<file path="config.mk">
export PLATFORM = sky130hd
export DESIGN_NAME = axis_bus_demux_pkt_flat
export DESIGN_NICKNAME = d
export VERILOG_FILES = /design/src/rtl/axis_bus_demux_pkt_if.sv /design/src/rtl/axis_bus_demux_pkt.sv /design/src/flat_wrapper.sv
export SDC_FILE = /design/constraint.sdc
export NUM_CORES = 1
export LEC_CHECK = 0
export CAP_MARGIN = 30
export CELL_PAD_IN_SITES_DETAIL_PLACEMENT = 1
export CELL_PAD_IN_SITES_GLOBAL_PLACEMENT = 1
export CORE_MARGIN = 2
export CORE_UTILIZATION = 37
export DETAILED_ROUTE_END_ITERATION = 10
export PLACE_DENSITY_LB_ADDON = 0.1
export SLEW_MARGIN = 20
export SYNTH_ARGS = -nofsm -noshare
export SYNTH_HDL_FRONTEND = slang
export SYNTH_SLANG_ARGS = --single-unit
</file>
<file path="constraint.sdc">
create_clock -name clk -period 4.46 [get_ports clk]
set_input_delay 0.892 -clock clk [delete_from_list [all_inputs] [get_ports clk]]
set_output_delay 0.892 -clock clk [all_outputs]
set_load 0.01 [all_outputs]
</file>
<file path="src/rtl/axis_bus_demux_pkt_if.sv">
// Bundle of the demux stream, select and status signals.
// slave is the demux's own view; master is the environment driving it.
// Widths follow the N_PORTS / DATA_W parameters of the demux.
interface axis_bus_demux_pkt_if #(
  parameter int N_PORTS = 10,
  parameter int DATA_W  = 32
);
  logic [7:0]          bus_sel;
  logic                s_axis_tvalid;
  logic                s_axis_tready;
  logic [DATA_W-1:0]   s_axis_tdata;
  logic [DATA_W/8-1:0] s_axis_tkeep;
  logic                s_axis_tlast;
  logic [N_PORTS-1:0]  m_axis_tvalid;
  logic [N_PORTS-1:0]  m_axis_tready;
  logic [DATA_W-1:0]   m_axis_tdata;
  logic [DATA_W/8-1:0] m_axis_tkeep;
  logic                m_axis_tlast;
  logic [15:0]         pkt_cnt;
  logic [15:0]         drop_cnt;
  logic                busy;

  modport slave (
    input  bus_sel, s_axis_tvalid, s_axis_tdata, s_axis_tkeep, s_axis_tlast, m_axis_tready,
    output s_axis_tready, m_axis_tvalid, m_axis_tdata, m_axis_tkeep, m_axis_tlast,
    output pkt_cnt, drop_cnt, busy
  );

  modport master (
    output bus_sel, s_axis_tvalid, s_axis_tdata, s_axis_tkeep, s_axis_tlast, m_axis_tready,
    input  s_axis_tready, m_axis_tvalid, m_axis_tdata, m_axis_tkeep, m_axis_tlast,
    input  pkt_cnt, drop_cnt, busy
  );
endinterface

</file>
<file path="src/rtl/axis_bus_demux_pkt.sv">
// Packet demux: first-beat bus_sel code (128+n) steers a whole packet to output n, else drops it.
// Latency: one cycle through a single-entry output register.
// Backpressure: forwarded beats stall only when the buffer is full and its port is not ready; dropped beats are always accepted.
module axis_bus_demux_pkt #(
  parameter int N_PORTS = 10,
  parameter int DATA_W  = 32
) (
  input logic              clk,
  input logic              rst,
  axis_bus_demux_pkt_if.slave bus
);
  localparam int KEEP_W = DATA_W / 8;
  localparam int TAG_W  = (N_PORTS > 1) ? $clog2(N_PORTS) : 1;
  localparam logic [7:0] N_PORTS_L = 8'(N_PORTS);

  typedef enum logic [1:0] {IDLE, FWD, DROP} state_t;

  state_t            state_q, state_d;
  logic [TAG_W-1:0]  port_q;
  logic [TAG_W-1:0]  sel_port;
  logic [TAG_W-1:0]  beat_port;
  logic              sel_valid;
  logic              fwd_beat;
  logic              s_rdy;
  logic              accept;
  logic              drain;
  logic              load;

  logic              full_q;
  logic [TAG_W-1:0]  tag_q;
  logic [DATA_W-1:0] dat_q;
  logic [KEEP_W-1:0] keep_q;
  logic              last_q;
  logic [15:0]       pkt_q;
  logic [15:0]       drop_q;

  // Decode the select code and decide whether the current beat is forwarded, and to where.
  always_comb begin
    sel_valid = bus.bus_sel[7] && ({1'b0, bus.bus_sel[6:0]} < N_PORTS_L);
    sel_port  = bus.bus_sel[TAG_W-1:0];
    fwd_beat  = 1'b0;
    beat_port = port_q;
    case (state_q)
      IDLE: begin
        fwd_beat  = sel_valid;
        beat_port = sel_port;
      end
      FWD:     fwd_beat = 1'b1;
      default: fwd_beat = 1'b0;
    endcase
  end

  // A forwarded beat can enter when the buffer is empty or emptying this cycle; drops never stall.
  assign drain  = full_q && bus.m_axis_tready[tag_q];
  assign s_rdy  = fwd_beat ? (!full_q || drain) : 1'b1;
  assign accept = bus.s_axis_tvalid && s_rdy;
  assign load   = accept && fwd_beat;

  // Packet FSM next state: the first beat's decision holds until tlast.
  always_comb begin
    state_d = state_q;
    case (state_q)
      IDLE:    if (accept && !bus.s_axis_tlast) state_d = sel_valid ? FWD : DROP;
      FWD:     if (accept && bus.s_axis_tlast) state_d = IDLE;
      DROP:    if (accept && bus.s_axis_tlast) state_d = IDLE;
      default: state_d = IDLE;
    endcase
  end

  // FSM state register and the port latched at packet start.
  always_ff @(posedge clk or posedge rst) begin
    if (rst) begin
      state_q <= IDLE;
      port_q  <= '0;
    end else begin
      state_q <= state_d;
      if (accept && state_q == IDLE) port_q <= sel_port;
    end
  end

  // Output buffer: load on forwarded accept (replaces a draining beat without a bubble), clear on drain.
  always_ff @(posedge clk or posedge rst) begin
    if (rst) begin
      full_q <= 1'b0;
      tag_q  <= '0;
      dat_q  <= '0;
      keep_q <= '0;
      last_q <= 1'b0;
    end else if (load) begin
      full_q <= 1'b1;
      tag_q  <= beat_port;
      dat_q  <= bus.s_axis_tdata;
      keep_q <= bus.s_axis_tkeep;
      last_q <= bus.s_axis_tlast;
    end else if (drain) begin
      full_q <= 1'b0;
    end
  end

  // Saturating packet counters, stepped when a packet's tlast beat is accepted.
  always_ff @(posedge clk or posedge rst) begin
    if (rst) begin
      pkt_q  <= '0;
      drop_q <= '0;
    end else if (accept && bus.s_axis_tlast) begin
      if (fwd_beat && pkt_q != 16'hFFFF) pkt_q <= pkt_q + 16'd1;
      if (!fwd_beat && drop_q != 16'hFFFF) drop_q <= drop_q + 16'd1;
    end
  end

  // Only the tagged output sees valid.
  always_comb begin
    bus.m_axis_tvalid = '0;
    if (full_q) bus.m_axis_tvalid[tag_q] = 1'b1;
  end

  assign bus.s_axis_tready = s_rdy;
  assign bus.m_axis_tdata  = dat_q;
  assign bus.m_axis_tkeep  = keep_q;
  assign bus.m_axis_tlast  = last_q;
  assign bus.pkt_cnt       = pkt_q;
  assign bus.drop_cnt      = drop_q;
  assign bus.busy          = (state_q != IDLE) || full_q;
endmodule

</file>
<file path="src/flat_wrapper.sv">
// flat-port wrapper written by rule: the top's interface ports become plain ports
module axis_bus_demux_pkt_flat 
#(
  parameter int N_PORTS = 10,
  parameter int DATA_W  = 32
)
  (clk, rst, bus_bus_sel, bus_s_axis_tvalid, bus_s_axis_tdata, bus_s_axis_tkeep, bus_s_axis_tlast, bus_m_axis_tready, bus_s_axis_tready, bus_m_axis_tvalid, bus_m_axis_tdata, bus_m_axis_tkeep, bus_m_axis_tlast, bus_pkt_cnt, bus_drop_cnt, bus_busy);
  axis_bus_demux_pkt_if #(.N_PORTS(N_PORTS), .DATA_W(DATA_W)) bus_i ();
  input logic clk;
  input logic rst;
  input wire logic [$bits(bus_i.bus_sel)-1:0] bus_bus_sel;
  input wire logic [$bits(bus_i.s_axis_tvalid)-1:0] bus_s_axis_tvalid;
  input wire logic [$bits(bus_i.s_axis_tdata)-1:0] bus_s_axis_tdata;
  input wire logic [$bits(bus_i.s_axis_tkeep)-1:0] bus_s_axis_tkeep;
  input wire logic [$bits(bus_i.s_axis_tlast)-1:0] bus_s_axis_tlast;
  input wire logic [$bits(bus_i.m_axis_tready)-1:0] bus_m_axis_tready;
  output wire logic [$bits(bus_i.s_axis_tready)-1:0] bus_s_axis_tready;
  output wire logic [$bits(bus_i.m_axis_tvalid)-1:0] bus_m_axis_tvalid;
  output wire logic [$bits(bus_i.m_axis_tdata)-1:0] bus_m_axis_tdata;
  output wire logic [$bits(bus_i.m_axis_tkeep)-1:0] bus_m_axis_tkeep;
  output wire logic [$bits(bus_i.m_axis_tlast)-1:0] bus_m_axis_tlast;
  output wire logic [$bits(bus_i.pkt_cnt)-1:0] bus_pkt_cnt;
  output wire logic [$bits(bus_i.drop_cnt)-1:0] bus_drop_cnt;
  output wire logic [$bits(bus_i.busy)-1:0] bus_busy;
  assign bus_i.bus_sel = bus_bus_sel;
  assign bus_i.s_axis_tvalid = bus_s_axis_tvalid;
  assign bus_i.s_axis_tdata = bus_s_axis_tdata;
  assign bus_i.s_axis_tkeep = bus_s_axis_tkeep;
  assign bus_i.s_axis_tlast = bus_s_axis_tlast;
  assign bus_i.m_axis_tready = bus_m_axis_tready;
  assign bus_s_axis_tready = bus_i.s_axis_tready;
  assign bus_m_axis_tvalid = bus_i.m_axis_tvalid;
  assign bus_m_axis_tdata = bus_i.m_axis_tdata;
  assign bus_m_axis_tkeep = bus_i.m_axis_tkeep;
  assign bus_m_axis_tlast = bus_i.m_axis_tlast;
  assign bus_pkt_cnt = bus_i.pkt_cnt;
  assign bus_drop_cnt = bus_i.drop_cnt;
  assign bus_busy = bus_i.busy;
  axis_bus_demux_pkt #(.N_PORTS(N_PORTS), .DATA_W(DATA_W)) u_core (.clk(clk), .rst(rst), .bus(bus_i));
endmodule
</file>
After elaboration in Yosys (flattened, before gate mapping)
Cells that the tools add are included.
{"block": "word_totals", "word_cells": 56, "ff_bits": 80, "input_bits": 58, "output_inout_bits": 81}
{"block": "op_classes", "n_addsub": 2, "order_cmp": 3, "mux": 14, "reduce_logical": 22, "eq_ne": 6}
{"cell": "adder 16 x 1 -> 16 bit (second input constant)", "n": 2}
{"cell": "!= test 16 bit (second input constant)", "n": 2}
{"cell": "logical AND 1 bit", "n": 10}
{"cell": "two-way mux 10 bit", "n": 1}
{"cell": "< comparator 7 x 4 -> 1 bit (second input constant)", "n": 1}
{"cell": "two-way mux 2 bit", "n": 3}
{"cell": "AND reduction 2 bit", "n": 3}
{"cell": "< comparator 4 x 5 -> 1 bit (second input constant)", "n": 1}
{"cell": "two-way mux 1 bit", "n": 5}
{"cell": "binary-select mux 1 bit (select 4 bit)", "n": 1}
{"cell": "demux 1 bit (select 4 bit)", "n": 1}
{"cell": "greater-or-equal comparator 4 x 1 -> 1 bit (second input constant)", "n": 1}
{"cell": "two-way mux 4 bit", "n": 1}
{"cell": "!= test 2 x 1 -> 1 bit (second input constant)", "n": 2}
{"cell": "case mux 2 bit (2 select lines)", "n": 1}
{"cell": "nonzero test 2 bit", "n": 2}
{"cell": "logical NOT 1 bit", "n": 3}
{"cell": "equality test 2 x 1 -> 1 bit (second input constant)", "n": 1}
{"cell": "equality test 2 bit (second input constant)", "n": 1}
{"cell": "logical NOT 2 bit", "n": 1}
{"cell": "logical OR 1 bit", "n": 2}
{"cell": "case mux 1 bit (2 select lines)", "n": 1}
{"cell": "OR reduction 2 bit", "n": 1}

Depth between registers and ports, before layout
{"block": "depth", "word_depth": 9, "depth_mapped": 8, "ltp_nobuf": 7}

Least setup slack after synthesis
OpenSTA, ideal clock, no wires.
{"block": "synth_path", "path_type": "input to output", "from": "input bus_m_axis_tready[7]", "to": "output bus_s_axis_tready", "t_required_ps": 3568, "arrival_time_ps": 1877, "setup_slack_ps": 1691, "cell_stages": 4, "path_buffers": 0, "path_cell_list": "mux2_1 > o22a_1 > a211oi_2 > inv_1"}
{"block": "synth_via", "elab_chain_len": 5}
{"element": "start: declaration", "line": "flat_wrapper.sv:16", "text": "input wire logic [$bits(bus_i.m_axis_tready)-1:0] bus_m_axis_tready;"}
{"element": "binary-select mux 1 bit (select 4 bit)", "line": "axis_bus_demux_pkt.sv:54", "text": "assign drain = full_q && bus.m_axis_tready[tag_q];"}
{"element": "two-way mux 1 bit (implied by the code)", "line": "axis_bus_demux_pkt.sv:54"}
{"element": "logical AND 1 bit", "line": "axis_bus_demux_pkt.sv:54"}
{"element": "logical OR 1 bit", "line": "axis_bus_demux_pkt.sv:55", "text": "assign s_rdy = fwd_beat ? (!full_q || drain) : 1'b1;"}
{"element": "two-way mux 1 bit", "line": "axis_bus_demux_pkt.sv:55"}
{"element": "end: declaration", "line": "flat_wrapper.sv:17", "text": "output wire logic [$bits(bus_i.s_axis_tready)-1:0] bus_s_axis_tready;"}
No other way between the ends. The select of a mux whose other input is x is not followed.

Worst setup path in the final report
{"block": "layout_path", "from": "input bus_bus_sel[6]", "to": "output bus_s_axis_tready"}
{"block": "layout_via", "elab_chain_len": 4}
{"element": "start: declaration", "line": "flat_wrapper.sv:11", "text": "input wire logic [$bits(bus_i.bus_sel)-1:0] bus_bus_sel;"}
{"element": "< comparator 7 x 4 -> 1 bit", "line": "axis_bus_demux_pkt.sv:39", "text": "sel_valid = bus.bus_sel[7] && ({1'b0, bus.bus_sel[6:0]} < N_PORTS_L);"}
{"element": "logical AND 1 bit", "line": "axis_bus_demux_pkt.sv:39"}
{"element": "case mux 1 bit (2 select lines)", "line": "axis_bus_demux_pkt.sv:43", "text": "case (state_q)"}
{"element": "two-way mux 1 bit", "line": "axis_bus_demux_pkt.sv:55"}
No other way between the ends.

==> impl_metrics.toml <==
[grt]
use_met2_pct = 31.68
use_met3_pct = 6.051
use_met1_pct = 22.03
grt_max_degree = 37
top_usage_layer = "met2"
grt_pass1_vias = 3306
grt_pass1_wl_um = 16520
antenna_found_initial = 0
grt_usage_pct = 18.73
grt_overflow_total = 0

[floorplanning]
fp.coreArea_mm2 = 0.009819
row_count = 36
dieWidth_um = 105.0
dieArea_mm2 = 0.01102
initial_utilization_pct = 38.42
fp.dieH_um = 105.0
ios = 139

[sta]
tns_ns = 0
rsz0062_at_grt = "false"
hold_viol_final = 0
maxSlewViolCount = 0
period_minus_slack_ns = 3.870
clock_skew_ns = 0.02057
slew_headroom_pct = 53.89
timing.fmax_mhz = 258.4
period_share_pct = 86.77
worst_pin_slew_ns = 0.6916
setup_viol = 0

[synthesis]
yosysUniqueCellTypes = 46
synth-compound-area-share_pct = 5.075
synth_top_family_by_area = "simple AND/OR/NAND/NOR gates"
ys_async_sr_fraction_pct = 100.0
synth-simple-area-share_pct = 15.72
syn_nets = 373
synth-adder-area-share_pct = 1.327
syn_area_per_cell_um2 = 12.13
synth_xor_area_share_pct = 6.501
netlist_area_mm2 = 0.003772
synth-seq-area-share_pct = 53.07
synth_edf_count = 0
synthMuxAreaShare_pct = 15.59
syn-instance-count = 311
yosysWarnings = 0
postSynthRegisterBits = 80
ys.flop_type = "dfrtp_1"

[worst_hold_path]
hold_path_end = "u_core.bus.m_axis_tdata[11]"
hold_start = "u_core.bus.m_axis_tdata[11]"
hold_depth = 1
hold_class = "register to register"

[placed_design]
placed_area_mm2 = 0.005316
port_buffers = 138
routabilityCongestion = 0.8055
dp_hpwl_um = 7598

[final_layout]
fillers = 1067
nNetsFinal = 516
final_cell_mix = "clkdlybuf4s50_1, dfrtp_1, mux2_1"
antenna_cells = 0
final_common_cell = "clkdlybuf4s50_1"
drive_gt1_share_pct = 7.407
regArea_mm2 = 0.002002
multi_input_area_mm2 = 0.001673
design_area_mm2 = 0.005525
area_growth_pct = 46.47

[clock_network]
clockRootBuffer = "clkbuf_8"
clock_path_buffers = 2
h-tree-depth = 3
cts_num_sinks = 80
path_clk_slew_ns = 0.09
cts_tree = "done"
cts_resized = 0
postCtsHoldBufs = 0
cts_buffers = 9
clk_latency_ns = 0.37
cts_setup_buffers = 0

[drt]
drt_wl_total_um = 9911
dr.pass1.iters = 4
drc = 0
vias = 3021
via_per_inst = 5.103
drtIter0Drc = 69
ant_nets = 0
wl_per_cell_um = 16.74

[critical_path]
required_ns = 3.57
r2r_slack_ns = 1.79
critPathCaptureType = "output port"
crit_path_max_fanout = 8
worstPathArrival_ns = 2.98
crit_type = "primary input to output port"
r2r_end = "u_core.bus.pkt_cnt[1]"
rr_startpoint = "u_core.state_q[1]"
rr_worst_depth = 7
worstSetupStartpointType = "primary input"

[pwr]
p_leak_nw = 2.284
fin_total_pwr_mw = 2.721
power_density_mw_per_mm2 = 492.4
irDropWorstVdd_mv = 0.2754

[status]
status = "complete, no violations"

[job]
cap_violations = 0
-- metrics by stage --
| step | setup slack (ns) | utilization, % | cells | hold WS [ns] |
|---|---|---|---|---|
| finish | 0.5901 | 56.27 | 592 | 0.4891 |
| global route | 0.4963 | 56.27 | 592 | 0.5151 |
| CTS | 0.6010 | 56.27 | 592 | 0.4982 |
| detailed placement | 0.6005 | 54.14 | 576 | 0.4774 |
| global placement | 0.6525 | 53.94 | 575 | 0.4657 |
| floorplan | 1.516 | - | 311 | 0.4574 |
-- kinds of logic (layout without fill, tap and decap cells) --
family | count (synthesis) | after routing
AND/OR/NAND/NOR | 101 | 101
flip-flops | 80 | 80
multiplexers | 53 | 53
XOR/XNOR | 28 | 28
AO/OA/AOI/OAI | 25 | 25
buffers and inverters | 20 | 168
adder cells (fa/ha/maj) | 4 | 4
-- power breakdown --
| group | switching, mW | internal [mW] |
|---|---|---|
| combinational | 0.403 | 0.590 |
| sequential | 0.194 | 0.959 |
| clock | 0.303 | 0.270 |
| total | 0.901 | 1.82 |
-- Yosys cell counts, types with 2 or more instances --
library cell	number	area [um^2]
a21oi_1	9	45.04
mux2_2	2	22.52
and3_1	6	37.54
o311ai_0	4	35.03
nor2_1	13	48.80
and2_1	2	12.51
xnor2_1	25	219.0
dfrtp_1	80	2002
nor3b_1	3	22.52
a31oi_1	2	12.51
nor4_2	2	25.02
xor2_1	3	26.28
ha_1	4	50.05
nand4_1	13	81.33
nand2_1	14	52.55
buf_4	4	30.03
nand3b_1	2	15.01
buf_2	4	20.02
inv_1	10	37.54
nor4_1	4	25.02
mux2i_1	7	70.07
nand3_1	21	105.1
nor3_2	2	20.02
nand2b_1	3	18.77
mux2_1	44	495.5
and4_1	4	35.03
nor3_1	5	25.02
-- worst max-delay path, cell delays in order --
cell and delay, ns:
clkdlybuf4s50_1 0.45, nor4b_4 0.41, a31oi_1 0.20, a211oi_2 0.43
inv_1 0.08, clkdlybuf4s50_1 0.51
-- registers in the layout, indices dropped and copies added (netlist names) --
name,cells
u_core.bus.pkt_cnt,16
u_core.bus.drop_cnt,16
u_core.port_q,4
u_core.tag_q,4
u_core.bus.m_axis_tlast,1
u_core.bus.m_axis_tkeep,4
u_core.bus.m_axis_tdata,32
u_core.state_q,2
u_core.full_q,1
-- metal layers --
metal / wire length [um] / up-vias
li1: - / 1418
met1: 4055 / 1497
met2: 4957 / 93
met3: 709 / 13
met4: 189 / 0
met5: 0 / -
-- cell type report --
type / count / share of cell area, %
inverter: 10 / 0.7020
tap: 133 / 3.012
clock inverter: 7 / 1.540
sequential: 80 / 36.23
multi-input combinational: 211 / 30.28
timing repair buffer: 142 / 26.00
clock buffer: 9 / 2.242
-- how the worst max path moves through the flow --
stage               slack (ns)                     end      startpoint
finish                    0.59       bus_s_axis_tready  bus_bus_sel[6]
global route              0.50       bus_s_axis_tready  bus_bus_sel[6]
CTS                       0.60       bus_s_axis_tready  bus_bus_sel[6]
detailed placement        0.60       bus_s_axis_tready  bus_bus_sel[6]
global placement          0.65       bus_s_axis_tready  bus_bus_sel[6]
floorplan                 1.52  u_core.bus.drop_cnt[0]             rst
No activity file was read; power rests on OpenSTA's default activity.
